## src/rtl/lsu_bus_pkg.sv

```systemverilog
// Shared types and lane helpers for the LSU bus master.
// Size encoding, FSM states and the read-timeout default live here.
package lsu_bus_pkg;

    typedef enum logic [1:0] {
        SZ_BYTE = 2'd0,
        SZ_HALF = 2'd1,
        SZ_WORD = 2'd2,
        SZ_ILL  = 2'd3
    } size_e;

    typedef enum logic [1:0] {
        ST_IDLE    = 2'd0,
        ST_RD_WAIT = 2'd1,
        ST_WR      = 2'd2,
        ST_RSP     = 2'd3
    } state_e;

    localparam int TIMEOUT_DEF = 16;

    // Illegal size or an address not aligned to the access size.
    function automatic logic misaligned(size_e sz, logic [1:0] off);
        logic bad;
        bad = 1'b0;
        unique case (sz)
            SZ_BYTE: bad = 1'b0;
            SZ_HALF: bad = off[0];
            SZ_WORD: bad = (off != 2'b00);
            default: bad = 1'b1;
        endcase
        return bad;
    endfunction

    function automatic logic [3:0] lane_strobe(size_e sz, logic [1:0] off);
        logic [3:0] s;
        s = 4'b0000;
        unique case (sz)
            SZ_BYTE: s = 4'b0001 << off;
            SZ_HALF: s = 4'b0011 << off;
            default: s = 4'b1111;
        endcase
        return s;
    endfunction

    function automatic logic [31:0] lane_data(size_e sz, logic [31:0] d);
        logic [31:0] r;
        r = d;
        unique case (sz)
            SZ_BYTE: r = {4{d[7:0]}};
            SZ_HALF: r = {2{d[15:0]}};
            default: r = d;
        endcase
        return r;
    endfunction

endpackage

```

## src/rtl/lsu_bus_master_if.sv

```systemverilog
// Core request/response and memory-bus signals of the LSU master.
// master = the LSU itself, slave = core plus responder side.
interface lsu_bus_master_if;

    logic        ReqValid;
    logic        ReqReady;
    logic        ReqWrite;
    logic [1:0]  ReqSize;
    logic        ReqUnsigned;
    logic [31:0] ReqAddr;
    logic [31:0] ReqWData;
    logic        RspValid;
    logic [31:0] RspData;
    logic        RspErr;
    logic        RRdy;
    logic        RVld;
    logic [31:0] RAddr;
    logic [31:0] RData;
    logic        RWEn;
    logic [3:0]  RWStrobe;
    logic [31:0] RWData;

    modport master (
        input  ReqValid, ReqWrite, ReqSize, ReqUnsigned,
        input  ReqAddr, ReqWData, RVld, RData,
        output ReqReady, RspValid, RspData, RspErr,
        output RRdy, RAddr, RWEn, RWStrobe, RWData
    );

    modport slave (
        output ReqValid, ReqWrite, ReqSize, ReqUnsigned,
        output ReqAddr, ReqWData, RVld, RData,
        input  ReqReady, RspValid, RspData, RspErr,
        input  RRdy, RAddr, RWEn, RWStrobe, RWData
    );

endinterface

```

## src/rtl/lsu_load_align.sv

```systemverilog
// Shifts the read word down to the accessed byte lane,
// then truncates and sign/zero-extends to the access size.
module lsu_load_align
    import lsu_bus_pkg::*;
(
    input  logic [31:0] word,
    input  logic [1:0]  off,
    input  size_e       size,
    input  logic        uns,
    output logic [31:0] data
);

    logic [31:0] sh;

    assign sh = word >> {off, 3'b000};

    // Truncate and extend the shifted word.
    always_comb begin
        data = sh;
        unique case (size)
            SZ_BYTE: data = uns ? {24'h0, sh[7:0]}
                                : {{24{sh[7]}}, sh[7:0]};
            SZ_HALF: data = uns ? {16'h0, sh[15:0]}
                                : {{16{sh[15]}}, sh[15:0]};
            default: data = sh;
        endcase
    end

endmodule

```

## src/rtl/lsu_bus_master.sv

```systemverilog
// Single-outstanding load/store master between the core and a simple
// read/write bus; loads wait for RVld with a timeout, stores are one pulse.
module lsu_bus_master
    import lsu_bus_pkg::*;
#(
    parameter int TIMEOUT = TIMEOUT_DEF
) (
    input  logic clk,
    input  logic rst,
    lsu_bus_master_if.master bus
);

    state_e      state;
    logic [7:0]  cnt;
    size_e       size_q;
    logic        uns_q;
    logic [1:0]  off_q;
    logic [31:0] ld_data;
    size_e       req_sz;
    logic        req_bad;

    assign req_sz       = size_e'(bus.ReqSize);
    assign req_bad      = misaligned(req_sz, bus.ReqAddr[1:0]);
    assign bus.ReqReady = (state == ST_IDLE);

    lsu_load_align u_align (
        .word (bus.RData),
        .off  (off_q),
        .size (size_q),
        .uns  (uns_q),
        .data (ld_data)
    );

    // Transaction FSM with all bus and response outputs registered.
    always_ff @(posedge clk or posedge rst) begin
        if (rst) begin
            state        <= ST_IDLE;
            cnt          <= 8'd0;
            size_q       <= SZ_BYTE;
            uns_q        <= 1'b0;
            off_q        <= 2'b00;
            bus.RRdy     <= 1'b0;
            bus.RWEn     <= 1'b0;
            bus.RspValid <= 1'b0;
            bus.RspErr   <= 1'b0;
            bus.RspData  <= 32'h0;
            bus.RAddr    <= 32'h0;
            bus.RWData   <= 32'h0;
            bus.RWStrobe <= 4'h0;
        end else begin
            unique case (state)
                ST_IDLE: begin
                    if (bus.ReqValid) begin
                        size_q <= req_sz;
                        uns_q  <= bus.ReqUnsigned;
                        off_q  <= bus.ReqAddr[1:0];
                        cnt    <= 8'd0;
                        if (req_bad) begin
                            bus.RspValid <= 1'b1;
                            bus.RspErr   <= 1'b1;
                            bus.RspData  <= 32'h0;
                            state        <= ST_RSP;
                        end else if (bus.ReqWrite) begin
                            bus.RAddr    <= {bus.ReqAddr[31:2], 2'b00};
                            bus.RWEn     <= 1'b1;
                            bus.RWStrobe <= lane_strobe(req_sz, bus.ReqAddr[1:0]);
                            bus.RWData   <= lane_data(req_sz, bus.ReqWData);
                            state        <= ST_WR;
                        end else begin
                            bus.RAddr <= {bus.ReqAddr[31:2], 2'b00};
                            bus.RRdy  <= 1'b1;
                            state     <= ST_RD_WAIT;
                        end
                    end
                end
                ST_RD_WAIT: begin
                    if (bus.RVld) begin
                        bus.RRdy     <= 1'b0;
                        bus.RspValid <= 1'b1;
                        bus.RspErr   <= 1'b0;
                        bus.RspData  <= ld_data;
                        state        <= ST_RSP;
                    end else if (cnt == 8'(TIMEOUT - 1)) begin
                        bus.RRdy     <= 1'b0;
                        bus.RspValid <= 1'b1;
                        bus.RspErr   <= 1'b1;
                        bus.RspData  <= 32'h0;
                        state        <= ST_RSP;
                    end else begin
                        cnt <= cnt + 8'd1;
                    end
                end
                ST_WR: begin
                    bus.RWEn     <= 1'b0;
                    bus.RspValid <= 1'b1;
                    bus.RspErr   <= 1'b0;
                    bus.RspData  <= 32'h0;
                    state        <= ST_RSP;
                end
                ST_RSP: begin
                    bus.RspValid <= 1'b0;
                    bus.RspErr   <= 1'b0;
                    cnt          <= 8'd0;
                    state        <= ST_IDLE;
                end
                default: state <= ST_IDLE;
            endcase
        end
    end

endmodule

```

## src/flat_wrapper.sv

```systemverilog
// flat-port wrapper written by rule: the top's interface ports become plain ports
module lsu_bus_master_flat import lsu_bus_pkg::*;
#(
    parameter int TIMEOUT = TIMEOUT_DEF
)
  (clk, rst, bus_ReqValid, bus_ReqWrite, bus_ReqSize, bus_ReqUnsigned, bus_ReqAddr, bus_ReqWData, bus_RVld, bus_RData, bus_ReqReady, bus_RspValid, bus_RspData, bus_RspErr, bus_RRdy, bus_RAddr, bus_RWEn, bus_RWStrobe, bus_RWData);
  lsu_bus_master_if bus_i ();
  input  logic clk;
  input  logic rst;
  input wire logic [$bits(bus_i.ReqValid)-1:0] bus_ReqValid;
  input wire logic [$bits(bus_i.ReqWrite)-1:0] bus_ReqWrite;
  input wire logic [$bits(bus_i.ReqSize)-1:0] bus_ReqSize;
  input wire logic [$bits(bus_i.ReqUnsigned)-1:0] bus_ReqUnsigned;
  input wire logic [$bits(bus_i.ReqAddr)-1:0] bus_ReqAddr;
  input wire logic [$bits(bus_i.ReqWData)-1:0] bus_ReqWData;
  input wire logic [$bits(bus_i.RVld)-1:0] bus_RVld;
  input wire logic [$bits(bus_i.RData)-1:0] bus_RData;
  output wire logic [$bits(bus_i.ReqReady)-1:0] bus_ReqReady;
  output wire logic [$bits(bus_i.RspValid)-1:0] bus_RspValid;
  output wire logic [$bits(bus_i.RspData)-1:0] bus_RspData;
  output wire logic [$bits(bus_i.RspErr)-1:0] bus_RspErr;
  output wire logic [$bits(bus_i.RRdy)-1:0] bus_RRdy;
  output wire logic [$bits(bus_i.RAddr)-1:0] bus_RAddr;
  output wire logic [$bits(bus_i.RWEn)-1:0] bus_RWEn;
  output wire logic [$bits(bus_i.RWStrobe)-1:0] bus_RWStrobe;
  output wire logic [$bits(bus_i.RWData)-1:0] bus_RWData;
  assign bus_i.ReqValid = bus_ReqValid;
  assign bus_i.ReqWrite = bus_ReqWrite;
  assign bus_i.ReqSize = bus_ReqSize;
  assign bus_i.ReqUnsigned = bus_ReqUnsigned;
  assign bus_i.ReqAddr = bus_ReqAddr;
  assign bus_i.ReqWData = bus_ReqWData;
  assign bus_i.RVld = bus_RVld;
  assign bus_i.RData = bus_RData;
  assign bus_ReqReady = bus_i.ReqReady;
  assign bus_RspValid = bus_i.RspValid;
  assign bus_RspData = bus_i.RspData;
  assign bus_RspErr = bus_i.RspErr;
  assign bus_RRdy = bus_i.RRdy;
  assign bus_RAddr = bus_i.RAddr;
  assign bus_RWEn = bus_i.RWEn;
  assign bus_RWStrobe = bus_i.RWStrobe;
  assign bus_RWData = bus_i.RWData;
  lsu_bus_master #(.TIMEOUT(TIMEOUT)) u_core (.clk(clk), .rst(rst), .bus(bus_i));
endmodule
```

## config.mk

```make
export PLATFORM = sky130hd
export DESIGN_NAME = lsu_bus_master_flat
export DESIGN_NICKNAME = d
export VERILOG_FILES = /design/src/rtl/lsu_bus_pkg.sv /design/src/rtl/lsu_bus_master_if.sv /design/src/rtl/lsu_load_align.sv /design/src/rtl/lsu_bus_master.sv /design/src/flat_wrapper.sv
export SDC_FILE = /design/constraint.sdc
export NUM_CORES = 1
export LEC_CHECK = 0
export BUFFER_PORTS_ARGS = -buffer_cell sky130_fd_sc_hd__buf_2
export CAP_MARGIN = 10
export CORE_MARGIN = 2
export CORE_UTILIZATION = 40
export DETAILED_ROUTE_END_ITERATION = 8
export GPL_TIMING_DRIVEN = 0
export PLACE_DENSITY_LB_ADDON = 0.25
export SLEW_MARGIN = 20
export SYNTH_ARGS = -nofsm -noshare
export SYNTH_HDL_FRONTEND = slang
export SYNTH_HIERARCHICAL = 1
export SYNTH_SLANG_ARGS = --single-unit
```

## constraint.sdc

```tcl
create_clock -name clk -period 4.05 [get_ports clk]
set_input_delay 0.2025 -clock clk [delete_from_list [all_inputs] [get_ports clk]]
set_output_delay 0.2025 -clock clk [all_outputs]
set_load 0.02 [all_outputs]
```

==> reports/summary.md, run 1 <==
• outcome: complete, no violations
• utilization after layout: 54.2%
• drc violations: 0
• CTS tree: yes
• headroom to the max-slew limit: 31.7%
• clock input transition at the sequential cells of the worst setup and hold paths: 0.06 ns
• maximum number of pins on one net before global-route repair: 62
• unrepaired setup endpoints after global routing: no
• CTS H-tree depth: 4
• total die area: 0.0158 mm²
• fraction of the yosys area taken by sequential cells: 49.5%
• first-pass GRT wire length: 26600 µm
• area delta synth->final: 32.7%
• initial detailed-routing violation count: 272
• residual overflow from global routing: 0
• Final Wtd Congestion: 0.880
• worst hold-check path type: input port to flop
• worst ir drop on vdd: 438 µV
• CP required: 4.35 ns
• library cell with the highest instance count after synthesis: sky130_fd_sc_hd__dfrtp_1
• async set or reset register ratio after synthesis: 100%
• f_max: 0.391 GHz
• Detailed Route WL: 16300 µm
• Synthesis Warnings: 6
• worst hold slack after final layout: 0.0166 ns
• total cell area at the placement stage: 0.00721 mm²
• Max-Cap Viols: 0
• count of fill cells added during filler insertion: 1342
• Routed Antenna Nets: 0
• most instantiated cells after synthesis: sky130_fd_sc_hd__dfrtp_1 (117), sky130_fd_sc_hd__o21ai_0 (63), sky130_fd_sc_hd__mux2_2 (45), sky130_fd_sc_hd__mux2i_1 (41)
• #FFs+latches synth: 117
• synthesized netlist cell count: 570
• number of rows in the core area: 44
• number of iterations in the first detailed-routing pass: 4
• largest clock skew in the final design: 0.00494 ns
• effective utilization at floorplan: 40.8%
• count of port buffers added during placement: 206
• maximum clock insertion buffer count: 2
• ratio of cells with drive above 1 in the final layout: 39.8%
• floorplan core area: 0.0145 mm²
• post-layout minimum cycle time: 2.56 ns
• initial antenna violation count: 0
• worst slew pin tran: 1.02 ns
• # diodes: 0
• count of final hold-check violations: 0
• crit path DAT: 2.86 ns
• net count reported at finish: 913
• number of global-route vias before repair: 5376
• CTS Root Cell: sky130_fd_sc_hd__clkbuf_16
• crit-path max FO: 10
• num ports: 209
• final setup margin: 1.49 ns
• height of the die: 126 µm
• syn avg cell area: 10.4 µm²
• clock latency on the worst-skew pair: 0.42 ns
• cell area after synthesis: 0.00591 mm²
• CTS sink cnt: 117
• Power Dens Cells: 810 mW/mm²
• Slew Limit Fails: 0
• launching element type of the critical path: flop
• horizontal die dimension: 126 µm
• post-route standard cell area excluding fillers: 0.00784 mm²
• GR Util All Layers: 21.1%
• Crit. End Element: flop
• most frequently used flop master after synthesis: sky130_fd_sc_hd__dfrtp_1
• total CTS buffers: 17
• post-detailed-route via-to-cell ratio: 5.12
• type of the worst setup path: flop to flop
• half-perimeter wire length of the detailed placement result: 12200 µm
• Setup violations, final: 0
• DR vias: 5117
• number of distinct standard cells referenced by the synthesized netlist: 52
• worst-case setup slack after placement: 1.47 ns
• post-synth top area cell: sky130_fd_sc_hd__dfrtp_1
• P_leak: 3.88 nW
• Synth top area share: 49.5%
• number of enable flip-flop cells after synthesis: 0
• average wire per standard cell: 16.4 µm
• biggest area contributors in the synthesized netlist: sky130_fd_sc_hd__dfrtp_1 (50%), sky130_fd_sc_hd__mux2_2 (8.6%), sky130_fd_sc_hd__mux2i_1 (6.9%)
• Tcrit/Tclk final: 63.2%
## power breakdown
group          switching (W)  internal [W]  total [W]
registers           0.000276       0.00166    0.00194
clock network       0.000542      0.000934    0.00148
logic                0.00181       0.00113    0.00294
## worst max-delay path, stage by stage (launching register included)
cell	delay, ns
sky130_fd_sc_hd__dfrtp_1	0.42
sky130_fd_sc_hd__inv_1	0.11
sky130_fd_sc_hd__ha_1	0.33
sky130_fd_sc_hd__and2_1	0.18
sky130_fd_sc_hd__clkbuf_1	0.19
sky130_fd_sc_hd__nand3_1	0.16
sky130_fd_sc_hd__buf_2	0.24
sky130_fd_sc_hd__clkbuf_1	0.43
sky130_fd_sc_hd__mux2_2	0.39
## final timing paths
path	from	endpoint	slack (ns)	cells past startpoint
max in group asynchronous	rst	u_core/state[0]	2.94	4
worst min-delay path	bus_ReqAddr[14]	u_core/bus.RAddr[14]	0.02	2
worst min register to register	u_core/bus.RWData[10]	u_core/bus.RWData[10]	0.48	2
worst max register to register	u_core/state[0]	u_core/bus.RWData[1]	1.49	8
min in group asynchronous	rst	u_core/bus.RAddr[25]	0.41	3
worst max-delay path	u_core/state[0]	u_core/bus.RWData[1]	1.49	8
## final cells by class
type | count | area, µm² | area share [%]
Sequential cell | 117 | 2930 | 37.3
Multi-Input combinational cell | 379 | 2640 | 33.7
Timing Repair Buffer | 212 | 1110 | 14.1
Clock buffer | 20 | 457 | 5.82
Tap cell | 184 | 230 | 2.94
Buffer | 37 | 201 | 2.57
Inverter | 38 | 148 | 1.88
Clock inverter | 12 | 128 | 1.63
## per-layer routing
| layer | up-vias | wire length (µm) | GRT usage (%) |
|---|---|---|---|
| li1 | 2460 | - | - |
| met5 | - | 0 | 0 |
| met1 | 2437 | 6840 | 25.8 |
| met4 | 0 | 331 | 8.24 |
| met3 | 25 | 1250 | 6.59 |
| met2 | 195 | 7920 | 35.0 |
## logic make-up (layout without fill, tap and decap cells)
logic type,Yosys count,count (layout),share of synthesized area (%)
xor gates and xnor gates,5,5,0.741
other,1,2,0.0634
and+or+nand+nor,132,132,11.4
AOI/OAI and AO/OA,145,145,15.0
DFF,117,117,49.5
adders and majority gates,7,7,1.48
buffers and inverters,75,319,5.82
muxes,88,88,16.0
## layout by cell type (no fill, tap or decap), types with 5 or more instances in the layout
master and n:
sky130_fd_sc_hd__a211oi_1 8, sky130_fd_sc_hd__a21oi_1 38, sky130_fd_sc_hd__buf_2 211, sky130_fd_sc_hd__buf_6 5, sky130_fd_sc_hd__clkbuf_1 17, sky130_fd_sc_hd__clkbuf_16 17, sky130_fd_sc_hd__dfrtp_1 117, sky130_fd_sc_hd__dlygate4sd3_1 5
sky130_fd_sc_hd__ha_1 7, sky130_fd_sc_hd__inv_1 37, sky130_fd_sc_hd__mux2_2 45, sky130_fd_sc_hd__mux2i_1 41, sky130_fd_sc_hd__nand2_1 34, sky130_fd_sc_hd__nand3_1 37, sky130_fd_sc_hd__nor2_1 21, sky130_fd_sc_hd__nor2b_1 10
sky130_fd_sc_hd__o21ai_0 63, sky130_fd_sc_hd__o22ai_1 8, sky130_fd_sc_hd__o2bb2ai_1 8, sky130_fd_sc_hd__or2_2 11
## stage by stage
stage	TNS, ns	power [W]	std cells
global route	0	0.00678	999
floorplan	0	0.00395	571
detailed placement	0	0.00490	962
CTS	0	0.00642	999
global placement	-57.27	0.00482	961
finish	0	0.00635	999
## registers in the layout (all words and copies together), names as in the netlist
signal,cells
u_core/uns_q,1
u_core/cnt,8
u_core/bus.RspData,32
u_core/bus.RRdy,1
u_core/bus.RAddr,30
u_core/bus.RspErr,1
u_core/state,2
u_core/bus.RspValid,1
u_core/bus.RWData,32
u_core/off_q,2
u_core/bus.RWStrobe,4
u_core/bus.RWEn,1
u_core/size_q,2
## repair_timing
item,4_1_cts,5_1_grt
endpoints found under the hold margin,64,0
buffers inserted,0,0
hold buffers,5,0
gates resized for setup,0,0
No activity file was read; power rests on OpenSTA's default activity.
==> run 2: changes to the inputs <==
==> constraint.sdc (replaced) <==
create_clock -name clk -period 2.7 [get_ports clk]
set_input_delay 0.135 -clock clk [delete_from_list [all_inputs] [get_ports clk]]
set_output_delay 0.135 -clock clk [all_outputs]
set_load 0.02 [all_outputs]
==> reports/summary.md, run 2 (same netlist as run 1, synthesis figures left out) <==
• outcome: complete, no violations, unchanged
• post-detailed-route via-to-cell ratio: 5.13, was 5.12
• Routed Antenna Nets: 0, unchanged
• final setup margin: 0.212 ns, was 1.49 ns
• floorplan core area: 0.0145 mm², unchanged
• initial detailed-routing violation count: 251, was 272
• post-layout minimum cycle time: 2.49 ns, was 2.56 ns
• worst-case setup slack after placement: 0.115 ns, was 1.47 ns
• worst slew pin tran: 0.977 ns, was 1.02 ns
• crit-path max FO: 10, unchanged
• number of iterations in the first detailed-routing pass: 4, unchanged
• half-perimeter wire length of the detailed placement result: 12400 µm, was 12200 µm
• Detailed Route WL: 16800 µm, was 16300 µm
• P_leak: 4.02 nW, was 3.88 nW
• Sequential Area: 0.00293 mm², unchanged
• largest clock skew in the final design: 0.00614 ns, was 0.00494 ns
• f_max: 0.402 GHz, was 0.391 GHz
• Multi-input gate area: 0.00264 mm², unchanged
• count of fill cells added during filler insertion: 1285, was 1342
• largest registers in the final layout: u_core/bus.RWData: 32 flops, u_core/bus.RspData: 32 flops, u_core/bus.RAddr: 30 flops, unchanged
• Max-Cap Viols: 0, unchanged
• count of final hold-check violations: 0, unchanged
• clock input transition at the sequential cells of the worst setup and hold paths: 0.06 ns, about the same
• launching element type of the critical path: flop, unchanged
• num ports: 209, unchanged
• number of global-route vias before repair: 5567, was 5376
• total CTS buffers: 17, unchanged
• DR vias: 5304, was 5117
• net count reported at finish: 948, was 913
• count of port buffers added during placement: 206, unchanged
• total die area: 0.0158 mm², unchanged
• CTS H-tree depth: 4, unchanged
• CTS sink cnt: 117, unchanged
• GR Util All Layers: 21.8%, was 21.1%
• Setup violations, final: 0, unchanged
• clock latency on the worst-skew pair: 0.41 ns, was 0.42 ns
• first-pass GRT wire length: 27500 µm, was 26600 µm
• Total Negative Setup Slacks: 0 ns, unchanged
• type of the worst setup path: flop to flop, unchanged
• Crit. End Element: flop, unchanged
• maximum clock insertion buffer count: 2, unchanged
• area delta synth->final: 38.6%, was 32.7%
• Post-CTS Setup Inserts: 0, unchanged
• CP required: 2.99 ns, was 4.35 ns
• commonest non-fill, non-tap cells in the layout: sky130_fd_sc_hd__buf_2 (211), sky130_fd_sc_hd__dfrtp_1 (117), sky130_fd_sc_hd__o21ai_0 (63), sky130_fd_sc_hd__mux2_2 (45), sky130_fd_sc_hd__mux2i_1 (41), unchanged
• # diodes: 0, unchanged
• crit path DAT: 2.77 ns, was 2.86 ns
• Power Dens Cells: 1160 mW/mm², was 810 mW/mm²
• Slew Limit Fails: 0, unchanged
• unrepaired setup endpoints after global routing: no, unchanged
• average wire per standard cell: 16.2 µm, was 16.4 µm
• CTS Root Cell: sky130_fd_sc_hd__clkbuf_16, unchanged
• drc violations: 0, unchanged
• initial antenna violation count: 2, was 0
• height of the die: 126 µm, unchanged
• Tcrit/Tclk final: 92.1%, was 63.2%
• ratio of cells with drive above 1 in the final layout: 38.6%, was 39.8%
• Final Wtd Congestion: 0.881, was 0.880
• horizontal die dimension: 126 µm, unchanged
• effective utilization at floorplan: 40.8%, unchanged
• worst ir drop on vdd: 542 µV, was 438 µV
• residual overflow from global routing: 0, unchanged
• headroom to the max-slew limit: 34.6%, was 31.7%
• most common cell after layout, fill and taps aside: sky130_fd_sc_hd__buf_2, unchanged
• maximum number of pins on one net before global-route repair: 35, was 62
• number of rows in the core area: 44, unchanged
• worst hold-check path type: input port to flop, unchanged
• CTS tree: yes, unchanged
-- run 2: cell types whose count changed in the layout (fill, tap and decap cells not counted) --
cell | before | now
sky130_fd_sc_hd__dlygate4sd3_1 | 5 | 38
sky130_fd_sc_hd__buf_12 | 0 | 3
sky130_fd_sc_hd__clkbuf_1 | 17 | 15
sky130_fd_sc_hd__clkinvlp_4 | 4 | 6
sky130_fd_sc_hd__inv_6 | 2 | 0
sky130_fd_sc_hd__buf_16 | 1 | 0
sky130_fd_sc_hd__bufinv_16 | 2 | 1
sky130_fd_sc_hd__clkbuf_2 | 3 | 4
sky130_fd_sc_hd__clkbuf_8 | 2 | 3
sky130_fd_sc_hd__clkinv_4 | 1 | 2
-- run 2: routing by layer --
metal | global-route usage (%) | share of wire [%] | wire (µm) | vias up
met5 | 0 | 0.078 | 13 | -
met4 | 7.58 | 1.5 | 252 | 2
met3 | 6.03 | 6.6 | 1110 | 26
met2 | 38.1 | 50 | 8370 | 188
met1 | 25.6 | 42 | 7030 | 2568
li1 | - | - | - | 2520
-- run 2: metrics by stage --
step / power (W) / instance area [µm²] / util, % / cells / hold slack [ns]
detailed placement: 0.00736 / 7240 / 50.0 / 964 / 0.235
CTS: 0.00959 / 8190 / 56.6 / 1034 / 0.000607
global placement: 0.00722 / 7180 / 49.6 / 961 / 0.366
finish: 0.00953 / 8190 / 56.6 / 1034 / 0.0181
global route: 0.0102 / 8190 / 56.6 / 1034 / 0.00602
floorplan: 0.00593 / 5920 / - / 571 / 0.286
-- run 2: final timing paths --
kind | startpoint | endpoint | slack, ns | cells past startpoint
worst max-delay path | u_core/state[1] | u_core/bus.RspData[1] | 0.21 | 7
worst min-delay path | bus_ReqWData[26] | u_core/bus.RWData[26] | 0.02 | 3
worst max register to register | u_core/state[1] | u_core/bus.RspData[1] | 0.21 | 7
worst min register to register | u_core/bus.RWStrobe[2] | u_core/bus.RWStrobe[2] | 0.47 | 2
max in group asynchronous | rst | u_core/bus.RWData[14] | 1.36 | 6
min in group asynchronous | rst | u_core/bus.RspData[11] | 0.33 | 3
-- run 2: timing repair --
| action | in CTS | in global routing |
|---|---|---|
| gates resized for setup | 0 | 2 |
| hold buffers | 38 | 0 |
| endpoints found under the setup margin | 0 | 3 |
| endpoints found under the hold margin | 61 | 0 |
-- run 2: cell type report --
| type | count | share of cell area [%] |
|---|---|---|
| Sequential cell | 117 | 35.7 |
| Multi-Input combinational cell | 379 | 32.3 |
| Timing Repair Buffer | 247 | 18.0 |
| Clock buffer | 20 | 5.70 |
| Tap cell | 184 | 2.81 |
| Buffer | 37 | 2.47 |
| Inverter | 38 | 1.79 |
| Clock inverter | 12 | 1.28 |
-- run 2: worst max-delay path, stage by stage (launching register included) --
cell and delay (ns):
sky130_fd_sc_hd__dfrtp_1 0.41, sky130_fd_sc_hd__inv_1 0.11, sky130_fd_sc_hd__ha_1 0.28, sky130_fd_sc_hd__or2b_1 0.22, sky130_fd_sc_hd__a21oi_2 0.06, sky130_fd_sc_hd__a2111oi_4 0.82, sky130_fd_sc_hd__clkbuf_2 0.35, sky130_fd_sc_hd__o21ai_0 0.11
-- run 2: where the power goes --
group / internal (W) / switching [W] / leakage (nW)
sequential: 0.00249 / 0.000415 / 1.50
combinational: 0.00173 / 0.00276 / 2.26
clock: 0.00133 / 0.000806 / 0.270
==> run 3: changes to the inputs <==
--- a/config.mk
+++ b/config.mk
@@ -8,9 +8,8 @@
 export BUFFER_PORTS_ARGS = -buffer_cell sky130_fd_sc_hd__buf_2
 export CAP_MARGIN = 10
 export CORE_MARGIN = 2
-export CORE_UTILIZATION = 40
+export CORE_UTILIZATION = 54
 export DETAILED_ROUTE_END_ITERATION = 8
-export GPL_TIMING_DRIVEN = 0
 export PLACE_DENSITY_LB_ADDON = 0.25
 export SLEW_MARGIN = 20
 export SYNTH_ARGS = -nofsm -noshare
==> constraint.sdc (replaced) <==
create_clock -name clk -period 3.2 [get_ports clk]
set_input_delay 0.16 -clock clk [delete_from_list [all_inputs] [get_ports clk]]
set_output_delay 0.16 -clock clk [all_outputs]
set_load 0.02 [all_outputs]
==> reports/summary.md, run 3 (same netlist as run 1, synthesis figures left out) <==
• worst ir drop on vdd: 671 µV, was 542 µV
• Detailed Route WL: 16900 µm, was 16800 µm
• number of global-route vias before repair: 5505, was 5567
• Routed Antenna Nets: 0, unchanged
• count of port buffers added during placement: 206, unchanged
• Tcrit/Tclk final: 71.3%, was 92.1%
• ratio of cells with drive above 1 in the final layout: 36.7%, was 38.6%
• CTS H-tree depth: 4, unchanged
• type of the worst setup path: flop to flop, unchanged
• Crit. End Element: flop, unchanged
• residual overflow from global routing: 0, unchanged
• horizontal die dimension: 109 µm, was 126 µm
• Max-Cap Viols: 0, unchanged
• Setup violations, final: 0, unchanged
• switching share of power: 41.5%, was 41.7%
• drc violations: 0, unchanged
• crit path DAT: 2.69 ns, was 2.77 ns
• Slew Limit Fails: 0, unchanged
• switching power: 0.00331 W, was 0.00398 W
• # diodes: 0, unchanged
• Placed Cells: 888, was 964
• num ports: 209, unchanged
• first-pass GRT wire length: 26400 µm, was 27500 µm
• clock input transition at the sequential cells of the worst setup and hold paths: 0.06 ns, about the same
• worst slew pin tran: 0.911 ns, was 0.977 ns
• effective utilization at floorplan: 55.0%, was 40.8%
• post-layout minimum cycle time: 2.28 ns, was 2.49 ns
• count of final hold-check violations: 0, unchanged
• net count reported at finish: 948, unchanged
• initial antenna violation count: 0, was 2
• maximum clock insertion buffer count: 2, unchanged
• Power Dens Cells: 965 mW/mm², was 1160 mW/mm²
• commonest non-fill, non-tap cells in the layout: sky130_fd_sc_hd__buf_2 (206), sky130_fd_sc_hd__dfrtp_1 (117), sky130_fd_sc_hd__dlygate4sd3_1 (70), sky130_fd_sc_hd__o21ai_0 (63), sky130_fd_sc_hd__mux2_2 (45), was sky130_fd_sc_hd__buf_2 (211), sky130_fd_sc_hd__dfrtp_1 (117), sky130_fd_sc_hd__o21ai_0 (63), sky130_fd_sc_hd__mux2_2 (45), sky130_fd_sc_hd__mux2i_1 (41)
• Total Negative Setup Slacks: 0 ns, unchanged
• P_leak: 4.07 nW, was 4.02 nW
• area delta synth->final: 39.8%, was 38.6%
• CTS Root Cell: sky130_fd_sc_hd__clkbuf_8, was sky130_fd_sc_hd__clkbuf_16
• maximum number of pins on one net before global-route repair: 69, was 35
• unrepaired setup endpoints after global routing: no, unchanged
• largest clock skew in the final design: 0.00881 ns, was 0.00614 ns
• post-cts gate resize count: 0, unchanged
• most common cell after layout, fill and taps aside: sky130_fd_sc_hd__buf_2, unchanged
• Final Wtd Congestion: 0.921, was 0.881
• worst hold-check path type: input port to flop, unchanged
• CTS tree: yes, unchanged
• initial detailed-routing violation count: 400, was 251
• CTS sink cnt: 117, unchanged
• clock latency on the worst-skew pair: 0.50 ns, was 0.41 ns
• average wire per standard cell: 17.1 µm, was 16.2 µm
• power share of the clock group: 23.0%, was 22.4%
• floorplan core area: 0.0107 mm², was 0.0145 mm²
• crit-path max FO: 64, was 10
• outcome: complete, no violations, unchanged
• post-detailed-route via-to-cell ratio: 5.47, was 5.13
• number of iterations in the first detailed-routing pass: 5, was 4
• largest registers in the final layout: u_core/bus.RWData: 32 flops, u_core/bus.RspData: 32 flops, u_core/bus.RAddr: 30 flops, unchanged
• f_max: 0.438 GHz, was 0.402 GHz
• utilization after layout: 76.9%, was 56.6%
• total die area: 0.0118 mm², was 0.0158 mm²
• DR vias: 5412, was 5304
• Final Instance Count excl. Fillers: 990, was 1034
• sequential group share of total power: 31.1%, was 30.5%
• CP required: 3.61 ns, was 2.99 ns
• half-perimeter wire length of the detailed placement result: 10300 µm, was 12400 µm
• Power Internal: 0.00466 W, was 0.00555 W
• GR Util All Layers: 28.9%, was 21.8%
• number of rows in the core area: 38, was 44
• headroom to the max-slew limit: 39.1%, was 34.6%
• launching element type of the critical path: flop, unchanged
• height of the die: 109 µm, was 126 µm
• combinational power share: 45.8%, was 47.0%
• total CTS buffers: 17, unchanged
## run 3: power groups by stage
stage / combinational (W) / sequential (W) / clock (W)
3_5_place_dp: 0.00352 / 0.00247 / 0
6_report: 0.00366 / 0.00248 / 0.00184
3_3_place_gp: 0.00344 / 0.00243 / 0
5_1_grt: 0.00395 / 0.00255 / 0.00193
2_1_floorplan: 0.00185 / 0.00315 / 0
4_1_cts: 0.00359 / 0.00246 / 0.00186
## run 3: per-layer routing
metal / vias to the layer above / track usage, % / wire [µm]
met1: 2616 / 35.6 / 6840
met5: - / 0 / 0
met4: 0 / 9.16 / 225
met2: 248 / 49.8 / 8580
li1: 2526 / - / -
met3: 22 / 7.29 / 1280
## run 3: layout make-up
type                       count  area (µm²)
sequential                   117        2930
multi-input combinational    379        2650
fill                         715        2480
timing repair buffer         284        1790
clock buffer                  22         443
tap                          140         175
inverter                      38         146
clock inverter                10         130
## run 3: path summary, 6_finish.rpt
check	startpoint	to	slack, ns	depth (start not counted)
worst min register to register	u_core/bus.RWData[15]	u_core/bus.RWData[15]	0.48	2
worst max register to register	u_core/state[1]	u_core/bus.RspData[6]	0.92	8
max in group asynchronous	rst	u_core/bus.RAddr[2]	1.91	4
min in group asynchronous	rst	u_core/bus.RWData[7]	0.18	3
worst max-delay path	u_core/state[1]	u_core/bus.RspData[6]	0.92	8
worst min-delay path	bus_RData[30]	u_core/bus.RspData[30]	0.03	4
## run 3: through the flow
step / instance area (µm²) / hold slack [ns] / power (W) / setup slack (ns)
2_1_floorplan: 5920 / 0.311 / 0.00500 / 0.991
3_3_place_gp: 6990 / 0.120 / 0.00587 / 1.07
3_5_place_dp: 6990 / 0.127 / 0.00598 / 0.966
4_1_cts: 8260 / 0.0106 / 0.00790 / 0.951
5_1_grt: 8260 / 0.0302 / 0.00843 / 0.722
6_report: 8260 / 0.0309 / 0.00798 / 0.918
## run 3: worst max-delay path, stage by stage, from the launching register on
cell	delay, ns
sky130_fd_sc_hd__dfrtp_1	0.41
sky130_fd_sc_hd__inv_1	0.10
sky130_fd_sc_hd__ha_1	0.27
sky130_fd_sc_hd__or2b_1	0.22
sky130_fd_sc_hd__a21oi_2	0.06
sky130_fd_sc_hd__a2111oi_4	0.33
sky130_fd_sc_hd__buf_4	0.51
sky130_fd_sc_hd__nand3_1	0.16
sky130_fd_sc_hd__o21ai_0	0.11
## run 3: timing repair
| item | in CTS | in global routing |
|---|---|---|
| hold buffers | 70 | 0 |
| endpoints found under the hold margin | 78 | 0 |
| setup buffers | 0 | 0 |
